==> src/rtl/efpga_cfg_frame_loader.sv <==
// efpga_cfg_frame_loader: shadow-buffered config frame loader driving mux mem/mem_inv select pairs
module efpga_cfg_frame_loader #(
  parameter int NUM_BITS = 16,
  parameter int WORD_W   = 8
) (
  input  logic              prog_clk,
  input  logic              prog_reset_n,
  input  logic              start,
  input  logic              in_valid,
  input  logic [WORD_W-1:0] in_data,
  output logic              in_ready,
  input  logic              commit,
  output logic              load_done,
  output logic              cfg_updated,
  output logic              err,
  output logic [0:NUM_BITS-1] mem,
  output logic [0:NUM_BITS-1] mem_inv
);
  localparam int NUM_WORDS = NUM_BITS / WORD_W;
  localparam int CW = $clog2(NUM_WORDS + 1);
  typedef enum logic [1:0] {IDLE, LOAD, FULL} state_t;
  state_t state, state_n;
  logic [CW-1:0] cnt, cnt_n;
  logic [0:NUM_BITS-1] shadow, shadow_n;
  logic accept, xfer, err_n;
  // start outranks commit and data; commit in LOAD blocks the word that cycle
  assign accept = (state == LOAD) && in_valid && !start && !commit;
  assign xfer = (state == FULL) && commit && !start;
  always_comb begin
    state_n = state;
    cnt_n = cnt;
    shadow_n = shadow;
    err_n = err;
    if (start) begin
      state_n = LOAD;
      cnt_n = '0;
      err_n = 1'b0;
    end else if (commit) begin
      state_n = (state == FULL) ? IDLE : state;
      err_n = (state == FULL) ? err : 1'b1;
    end else if (accept) begin
      cnt_n = cnt + CW'(1);
      state_n = (cnt == CW'(NUM_WORDS - 1)) ? FULL : LOAD;
      for (int k = 0; k < NUM_WORDS; k++)
        for (int j = 0; j < WORD_W; j++)
          if (cnt == CW'(k)) shadow_n[k*WORD_W+j] = in_data[j];
    end
  end
  always_ff @(posedge prog_clk) begin
    if (!prog_reset_n) begin
      state <= IDLE;
      cnt <= '0;
      shadow <= '0;
      mem <= '0;
      mem_inv <= '1;
      in_ready <= 1'b0;
      load_done <= 1'b0;
      cfg_updated <= 1'b0;
      err <= 1'b0;
    end else begin
      state <= state_n;
      cnt <= cnt_n;
      shadow <= shadow_n;
      in_ready <= (state_n == LOAD);
      load_done <= (state_n == FULL);
      cfg_updated <= xfer;
      err <= err_n;
      if (xfer) begin
        mem <= shadow;
        mem_inv <= ~shadow;
      end
    end
  end
endmodule

==> config.mk <==
export PLATFORM = sky130hd
export DESIGN_NAME = efpga_cfg_frame_loader
export DESIGN_NICKNAME = d
export VERILOG_FILES = /design/src/rtl/efpga_cfg_frame_loader.sv
export SDC_FILE = /design/constraint.sdc
export NUM_CORES = 1
export LEC_CHECK = 0
export CORE_ASPECT_RATIO = 2
export CORE_MARGIN = 2
export CORE_UTILIZATION = 55
export DETAILED_ROUTE_END_ITERATION = 10
export DONT_BUFFER_PORTS = 1
export PLACE_DENSITY = 0.73
export SKIP_CTS_REPAIR_TIMING = 1
export SLEW_MARGIN = 10
export SYNTH_ARGS = -nofsm -noshare
export SYNTH_HDL_FRONTEND = slang
export SYNTH_SLANG_ARGS = --single-unit
==> constraint.sdc <==
create_clock -name prog_clk -period 1.3 [get_ports prog_clk]
set_clock_uncertainty 0.15 [all_clocks]
set_input_delay 0.26 -clock prog_clk [delete_from_list [all_inputs] [get_ports prog_clk]]
set_output_delay 0.26 -clock prog_clk [all_outputs]
set_load 0.03 [all_outputs]
==> results by group, run 1 <==
STA
  • Setup violations, final: 32
  • Fin. Hold Viols: 53
  • Relative slew slack: 0.759
  • Max frequency: approximately 0.7 GHz
  • Post-layout minimum cycle time: 1.42 ns
  • Final worst slack: -0.122 ns
  • Worst slew pin tran: ~0.36 ns
  • Worst hold slack: -0.138 ns
  • Fin crit share: 1.09
  • RSZ-0062 raised after global routing: yes
  • Slew Limit Fails: 0

Place
  • Hpwl dp: 2.65 mm
  • Post-Place Cells: 266
  • PortBufs: 0
  • Setup WS pre-CTS: -0.0918 ns
  • Final RePlAce weighted congestion: 0.762

Synthesis
  • Synth Register Bits: 56
  • Syn Area/Cell: 9.62 um^2
  • Share of flip-flops with an asynchronous set or reset: 0
  • Dominant synthesized flop cell: dfxtp_1
  • Top-area cell type share of the netlist area: 0.527
  • Area leader, netlist: dfxtp_1
  • Post-synthesis cell count: between 200 and 250
  • Number of synthesized flops with an enable pin: 0
  • Top post-synthesis cells by area: dfxtp_1 (53%), nand2_1 (9.2%), mux2i_1 (7.5%)
  • Register area share after synthesis: 0.527
  • Mapped Nets: between 200 and 250
  • Yosys warns: 0
  • Yosys cell types: 30
  • Post-synthesis cell area: ~2100 um^2

Detailed routing
  • First-pass DRT Iterations: 4
  • Drc violations: 0
  • Iteration-0 DRC Markers: 18
  • Vias per cell: around 5.4
  • Post-route ant nets: 0
  • WL/cell: ~15 um
  • Vias: between 1.5k and 2k
  • Routed WL: 4.12 mm

Finish
  • Final std cells w/o fill: 280
  • Fin nets: about 240
  • Diodes inserted: 0
  • Storage element area: between 1000 and 1500 um^2
  • Area of the multi-input gates: between 900 and 1000 um^2
  • Share of cells above drive strength 1: 0.197
  • Commonest non-fill, non-tap cell in the layout: dfxtp_1
  • Commonest non-fill, non-tap cells in the layout: dfxtp_1 (54), nand2_1 (47), mux2i_1 (16)
  • Area Overhead vs Synth: 14.8%
  • Final core occ: 0.649
  • Fill cells: approximately 340

Power
  • VDD IR max: between 0.0008 and 0.0009 V
  • Static Leak: 1.04 nW
  • P per Cell Area: around 1100 nW/um^2

Setup path
  • Worst-path cell chain: and4bb_4 > buf_6 > nand3_4 > mux2i_1
  • Worst Setup End Kind: register
  • Req. time, crit path: ~1.4 ns
  • Crit path launch type: register
  • Slowest stage delay, CP: 0.39 ns
  • CP Data Arrival Time: around 1.5 ns
  • Critical path class: register to register
  • Worst path slowest cell: and4bb_4
  • Crit Path Max Fanout: 6

Run
  • Max Cap Viol: 0

Floorplan
  • Core area: approximately 3800 um^2
  • DIE HEIGHT: roughly 90 um
  • IO Count: 49
  • Die area: 4410 um^2
  • Die X: roughly 48 um
  • # rows: 32
  • Initial Util: 0.565

GRT
  • All-layer global routing usage: 0.193
  • Vias in the first global route: around 1.4k
  • GR Overflow Total: 0
  • Largest net degree at the start of global routing: 64
  • Initial antenna violation count: 0
  • Global-route wire length before repair: about 6.2 mm

Outcome
  • Outcome: finished, violations left
  • Failing checks: negative hold slack, negative setup slack

CTS
  • CTS root buffer: clkbuf_8
  • Clock Path Buffers: 2
  • Clock sinks: 56
  • Worst-skew pair later-pin latency: between 0.3 and 0.4 ns
  • CTS tree: built
  • Num CTS Buffers: 5
  • CTS clock-pin slew for the worst setup and hold paths: roughly 0.09 ns
  • Htree depth: 2

Min path
  • Hold crit path type: primary input to register
-- per-layer routing --
metal  share of wire  global-route usage  up-vias
li1                -                   -      756
met1            0.40               0.230      701
met2            0.52               0.306       40
met3           0.063              0.0630        6
met4           0.016              0.0743        0
met5               0                   0        -
-- power by group --
| part | switching [mW] | total [mW] | leakage, nW | internal, mW |
|---|---|---|---|---|
| sequential | 0.0173 | 1.74 | 0.454 | 1.72 |
| combinational | 0.0387 | 0.0796 | 0.541 | 0.0409 |
| clock | 0.535 | 0.921 | 0.0424 | 0.386 |
| total | 0.591 | 2.74 | 1.04 | 2.15 |
-- per-stage QoR --
| stage | power [mW] | area [um^2] | setup TNS, ns |
|---|---|---|---|
| after global placement | 1.84 | 2220 | -0.585 |
| after detailed placement | 1.85 | 2220 | -1.30 |
| after CTS | 2.76 | 2310 | -2.28 |
| after global routing | 2.86 | 2440 | -3.55 |
| after floorplan | 1.86 | 2140 | 0 |
| final | 2.74 | 2440 | -1.82 |
-- area by class of cell --
| cell class | instances | share of cell area |
|---|---|---|
| Inverter | 5 | 0.00820 |
| Sequential cell | 56 | 0.462 |
| Clock buffer | 7 | 0.0313 |
| Timing Repair Buffer | 13 | 0.0636 |
| Tap cell | 51 | 0.0261 |
| Multi-Input combinational cell | 147 | 0.405 |
| Clock inverter | 1 | 0.00359 |
-- sequential cells by signal, summed over array words and instances (netlist names) --
register,cells
load_done,1
err,1
state,2
shadow,16
mem_inv,16
mem,16
cfg_updated,1
cnt,2
in_ready,1
-- Yosys cell counts (2+ instances only) --
cell,n
dfxtp_1,56
buf_6,2
nand3_4,2
a21oi_1,2
ha_1,2
and2_0,6
clkbuf_1,7
nand2b_1,3
buf_2,5
o21a_1,7
a21boi_1,10
nand2_1,52
nor2_1,8
o211ai_1,10
mux2i_1,16
inv_1,4
and2_1,10
o21ai_1,7
-- critical path, delay by kind of cell (launching register included) --
family                 cells  cell delay (ns)
multiplexers               1             0.16
AND/OR/NAND/NOR            2             0.52
buffers and inverters      1             0.13
flip-flops                 1             0.36
-- cell families (layout without fill, tap and decap cells) --
kind of cell | after synthesis | count (layout) | synth area share
AOI/OAI and AO/OA | 41 | 41 | 0.135
adders and majority gates | 2 | 2 | 0.0118
buffers and inverters | 19 | 26 | 0.0441
DFF | 56 | 56 | 0.527
muxes | 16 | 16 | 0.0753
and+or+nand+nor | 87 | 88 | 0.206
-- path summary, 6_finish.rpt --
path	from	endpoint	slack (ns)	depth (start not counted)
worst max register to register	state[1]$_SDFF_PN0_	shadow[9]$_SDFFE_PN0P_	-0.12	4
worst min-delay path	prog_reset_n	mem_inv[6]$_SDFFE_PN1P_	-0.14	1
worst max-delay path	state[1]$_SDFF_PN0_	shadow[9]$_SDFFE_PN0P_	-0.12	4
worst min register to register	shadow[4]$_SDFFE_PN0P_	shadow[4]$_SDFFE_PN0P_	0.32	2
Power figures use the tool's default switching activity.
==> inputs of run 2 (changes only) <==
--- a/constraint.sdc
+++ b/constraint.sdc
@@ -4,2 +4,2 @@
 set_output_delay 0.26 -clock prog_clk [all_outputs]
-set_load 0.03 [all_outputs]
+set_load 0.1 [all_outputs]
==> run 2 against run 1 <==
The flow still finishes with violations (negative hold slack, negative setup slack). Power is 1.2% higher. Routed wire length up 55%. Register-to-register slack worse by 0.06 ns. Highest routed layer unchanged. Worst hold slack gained 0.0021 ns. Largest power group unchanged. Sequential share of layout area down 11 points. Critical path depth down 1. Core utilization up 25 points. Combinational power rose by 56%. Fmax is 4.0% lower. Flip-flop and latch count is the same. Via count grew 24%.
==> results by group, run 2 (synthesis gave the netlist of run 1 again) <==
Outcome
  • Outcome: finished, violations left
  • Failing checks: negative hold slack, negative setup slack

Floorplan
  • IO Count: 49
  • # rows: 32
  • Initial Util: 0.565
  • Core area: between 3000 and 4000 um^2
  • Die X: around 48 um
  • Die area: 4410 um^2
  • DIE HEIGHT: between 90 and 100 um

Setup path
  • Worst-path cell chain: and4bb_4 > nand3_4 > mux2i_1
  • Worst Setup End Kind: register
  • Crit Path Max Fanout: 8
  • Top delay family on crit path: simple AND/OR/NAND/NOR gates
  • CP Data Arrival Time: around 1.6 ns
  • Critical path class: register to register
  • Worst path slowest cell: and4bb_4
  • Worst path bufs/invs: 0
  • Slowest stage delay, CP: ~0.38 ns
  • Crit path launch type: register
  • Req. time, crit path: approximately 1.4 ns

CTS
  • Num CTS Buffers: 5
  • Htree depth: 2
  • CTS tree: built
  • Worst-skew pair later-pin latency: just over 0.3 ns
  • Clock sinks: 56
  • Clock Path Buffers: 2
  • CTS clock-pin slew for the worst setup and hold paths: about 0.1 ns
  • CTS root buffer: clkbuf_8

Detailed routing
  • First-pass DRT Iterations: 4
  • Iteration-0 DRC Markers: 60
  • Vias per cell: 5.83
  • WL/cell: 20.0 um
  • Post-route ant nets: 0
  • Drc violations: 0
  • Vias: around 1.9k
  • Routed WL: between 6 and 7 mm

GRT
  • Global-route wire length before repair: roughly 7.4 mm
  • Initial antenna violation count: 0
  • GR Overflow Total: 0
  • All-layer global routing usage: 0.231
  • Vias in the first global route: about 1.7k
  • Largest net degree at the start of global routing: 64

Finish
  • Final core occ: 0.896
  • Commonest non-fill, non-tap cell in the layout: nand2_1
  • Fin nets: between 200 and 300
  • Area Overhead vs Synth: 58.7%
  • Share of cells above drive strength 1: 0.515
  • Final std cells w/o fill: 319
  • Commonest non-fill, non-tap cells in the layout: nand2_1 (39), buf_12 (38), dfxtp_2 (36)
  • Diodes inserted: 0
  • Top flop regs: mem (16), mem_inv (16), shadow (16)
  • Post-Layout Inst Area: 3370 um^2

Place
  • PortBufs: 0
  • Cell Area, Placed: about 3000 um^2
  • Final RePlAce weighted congestion: 0.784
  • Post-Place Cells: 303
  • Hpwl dp: approximately 3.4 mm

STA
  • Final worst slack: -0.181 ns
  • Post-layout minimum cycle time: 1.48 ns
  • Max frequency: a little under 0.7 GHz
  • Fin crit share: 1.14
  • RSZ-0062 raised after global routing: yes
  • Worst hold slack: -0.136 ns
  • Fin. Hold Viols: between 40 and 50
  • Relative slew slack: 0.836
  • Slew Limit Fails: 0
  • Setup_tns: -3.94 ns
  • Setup violations, final: 53
  • Worst slew pin tran: 0.238 ns

Power
  • VDD IR max: 0.000999 V
  • Static Leak: roughly 1.5 nW
  • P per Cell Area: just over 800 nW/um^2

Run
  • Max Cap Viol: 0

Min path
  • Hold crit path type: primary input to register
-- run 2: through the flow --
step                      setup WS [ns]  total power [mW]
after CTS                        -0.134              2.73
after floorplan                 -0.0282              1.88
after global placement          -0.0592              1.88
after global routing             -0.176              2.84
after detailed placement         -0.123              1.89
final                            -0.181              2.77
-- run 2: path summary, 6_finish.rpt --
kind	from	to	slack [ns]	depth (start not counted)
min	prog_reset_n	mem_inv[5]$_SDFFE_PN1P_	-0.14	1
max	state[1]$_SDFF_PN0_	shadow[6]$_SDFFE_PN0P_	-0.18	3
min reg2reg	mem[8]$_SDFFE_PN0P_	mem[8]$_SDFFE_PN0P_	0.33	2
max reg2reg	state[1]$_SDFF_PN0_	shadow[6]$_SDFFE_PN0P_	-0.18	3
-- run 2: routing by layer --
| layer | share of wire | vias up | track usage |
|---|---|---|---|
| met5 | 0 | - | 0 |
| met4 | 0.049 | 0 | 0.0833 |
| met2 | 0.56 | 105 | 0.409 |
| met1 | 0.33 | 898 | 0.236 |
| li1 | - | 833 | - |
| met3 | 0.067 | 24 | 0.0689 |
-- run 2: area by class of cell --
class	instances	area [um^2]
timing repair buffer	53	965
clock inverter	1	5.00
inverter	5	20.0
multi-input combinational	147	1070
clock buffer	6	72.6
fill	166	390
sequential	56	1170
tap	51	63.8
-- run 2: report_power, final --
| part | internal (mW) | leakage [nW] | switching, mW |
|---|---|---|---|
| clock network | 0.368 | 0.0410 | 0.545 |
| logic | 0.0558 | 1.01 | 0.0682 |
| registers | 1.72 | 0.456 | 0.0131 |
==> inputs of run 3 (changes only) <==
PLACE_DENSITY = unset   (was 0.73)
PLACE_DENSITY_LB_ADDON = 0.08   (was unset)
==> run 3 against run 2 <==
Combinational power about the same. The run still ends with negative hold slack, negative setup slack left. Critical path depth unchanged. Via count decreased by 7.7%. Setup slack improved by 0.072 ns. Routed wire length decreased by 16%. First-iteration DRC count decreased by 28%. Register-to-register slack improved by 0.07 ns. Worst hold slack about the same. Power increased by 2.7%. Largest power group unchanged. Final cell count decreased by 0.31%. Fmax increased by 5.1%.
==> results by group, run 3 (synthesis gave the netlist of run 1 again) <==
Finish
  • Final core occ: 0.877
  • Post-Layout Inst Area: 3300 um^2
  • Top flop regs: mem (16), mem_inv (16), shadow (16)
  • Diodes inserted: 0
  • Share of cells above drive strength 1: 0.468
  • Commonest non-fill, non-tap cells in the layout: nand2_1 (45), buf_12 (38), dfxtp_2 (35)
  • Area Overhead vs Synth: 55.2%
  • Final std cells w/o fill: ~320
  • Commonest non-fill, non-tap cell in the layout: nand2_1
  • Fin nets: between 200 and 300
  • Fill cells: slightly above 200

Place
  • Hpwl dp: around 3.2 mm
  • Post-Place Cells: approximately 300
  • Final RePlAce weighted congestion: approximately 0.75
  • Cell Area, Placed: 2970 um^2
  • PortBufs: 0

Floorplan
  • DIE HEIGHT: roughly 90 um
  • Initial Util: 0.565
  • IO Count: 49
  • Die X: ~48 um
  • Die area: between 4000 and 5000 um^2
  • Core area: 3760 um^2
  • # rows: 32

Min path
  • Hold Path Depth: 1
  • Hold crit path type: primary input to register

STA
  • Setup violations, final: 42
  • RSZ-0062 raised after global routing: yes
  • Post-layout minimum cycle time: around 1.4 ns
  • Worst slew pin tran: roughly 0.23 ns
  • Final worst slack: -0.110 ns
  • Fin. Hold Viols: 51
  • Fin crit share: 1.08
  • Worst hold slack: -0.136 ns
  • Relative slew slack: 0.849
  • Slew Limit Fails: 0
  • Max frequency: 0.709 GHz

GRT
  • Global-route wire length before repair: between 7 and 8 mm
  • GR Overflow Total: 0
  • All-layer global routing usage: 0.227
  • Largest net degree at the start of global routing: 64
  • Initial antenna violation count: 0
  • Vias in the first global route: approximately 1.7k

CTS
  • Worst-skew pair later-pin latency: 0.32 ns
  • CTS tree: built
  • Num CTS Buffers: 5
  • CTS clock-pin slew for the worst setup and hold paths: 0.09 ns
  • Clock Path Buffers: 2
  • CTS root buffer: clkbuf_8
  • Htree depth: 2
  • Clock sinks: 56

Power
  • Pwr Total: 2.85 mW
  • VDD IR max: between 0.0009 and 0.001 V
  • P per Cell Area: 864 nW/um^2
  • Static Leak: about 1.4 nW

Setup path
  • Worst Setup End Kind: register
  • Crit path launch type: register
  • Req. time, crit path: roughly 1.4 ns
  • Slowest stage delay, CP: ~0.38 ns
  • Worst path slowest cell: and4bb_4
  • Top delay family on crit path: simple AND/OR/NAND/NOR gates
  • R2R depth: 3
  • Worst path bufs/invs: 0
  • CP Data Arrival Time: ~1.5 ns
  • Worst-path cell chain: and4bb_4 > nand3_2 > mux2i_1
  • Critical path depth: 3
  • Critical path class: register to register
  • Crit Path Max Fanout: 6

Detailed routing
  • Vias per cell: 5.40
  • Iteration-0 DRC Markers: 43
  • Post-route ant nets: 0
  • Drc violations: 0
  • Vias: around 1.7k
  • Routed WL: 5.38 mm
  • First-pass DRT Iterations: 4
  • WL/cell: 16.9 um

Run
  • Max Cap Viol: 0

Outcome
  • Failing checks: negative hold slack, negative setup slack
  • Outcome: finished, violations left
run 3: changes by cell type in the layout (fill, tap and decap cells not counted), sizes merged:
cell	delta
buf	-2
clkinv	-1
clkinvlp	+1
dlygate4sd3	+1
run 3: layout make-up:
| class | instances | area, um^2 | area share |
|---|---|---|---|
| clock buffer | 7 | 86.3 | 0.0262 |
| clock inverter | 1 | 7.51 | 0.00228 |
| inverter | 5 | 20.0 | 0.00607 |
| multi-input combinational | 147 | 1010 | 0.306 |
| sequential | 56 | 1180 | 0.356 |
| tap | 51 | 63.8 | 0.0193 |
| timing repair buffer | 51 | 935 | 0.283 |
run 3: worst reg2reg max path, stage by stage, from the launching register on:
cell and delay [ns]:
dfxtp_4 0.37, and4bb_4 0.38, nand3_2 0.23, mux2i_1 0.18
run 3: final timing paths:
check                                             start                 endpoint  slack [ns]
worst max register to register      state[1]$_SDFF_PN0_   shadow[9]$_SDFFE_PN0P_       -0.11
worst min-delay path                       prog_reset_n  mem_inv[7]$_SDFFE_PN1P_       -0.14
worst min register to register  shadow[12]$_SDFFE_PN0P_     mem[12]$_SDFFE_PN0P_        0.32
worst max-delay path                state[1]$_SDFF_PN0_   shadow[9]$_SDFFE_PN0P_       -0.11
run 3: metal layers:
metal / vias to the layer above / share of wire / GRT usage / wire, um
met3: 10 / 0.035 / 0.0551 / 191
met5: - / 0 / 0 / 0
met1: 837 / 0.37 / 0.270 / 1990
met4: 0 / 0.022 / 0.0968 / 118
met2: 40 / 0.57 / 0.366 / 3080
li1: 830 / - / - / -
run 3: power by group:
group,switching [mW],internal (mW),leakage (nW)
combinational,0.0674,0.0578,0.920
clock,0.556,0.434,0.0445
sequential,0.0122,1.72,0.456
total,0.636,2.21,1.42
run 3: per-stage QoR:
step	worst slack, ns	setup TNS (ns)
2_1_floorplan	-0.0282	-0.0282
3_3_place_gp	-0.0666	-0.599
3_5_place_dp	-0.107	-1.75
4_1_cts	-0.125	-2.43
5_1_grt	-0.141	-4.27
6_report	-0.110	-2.52
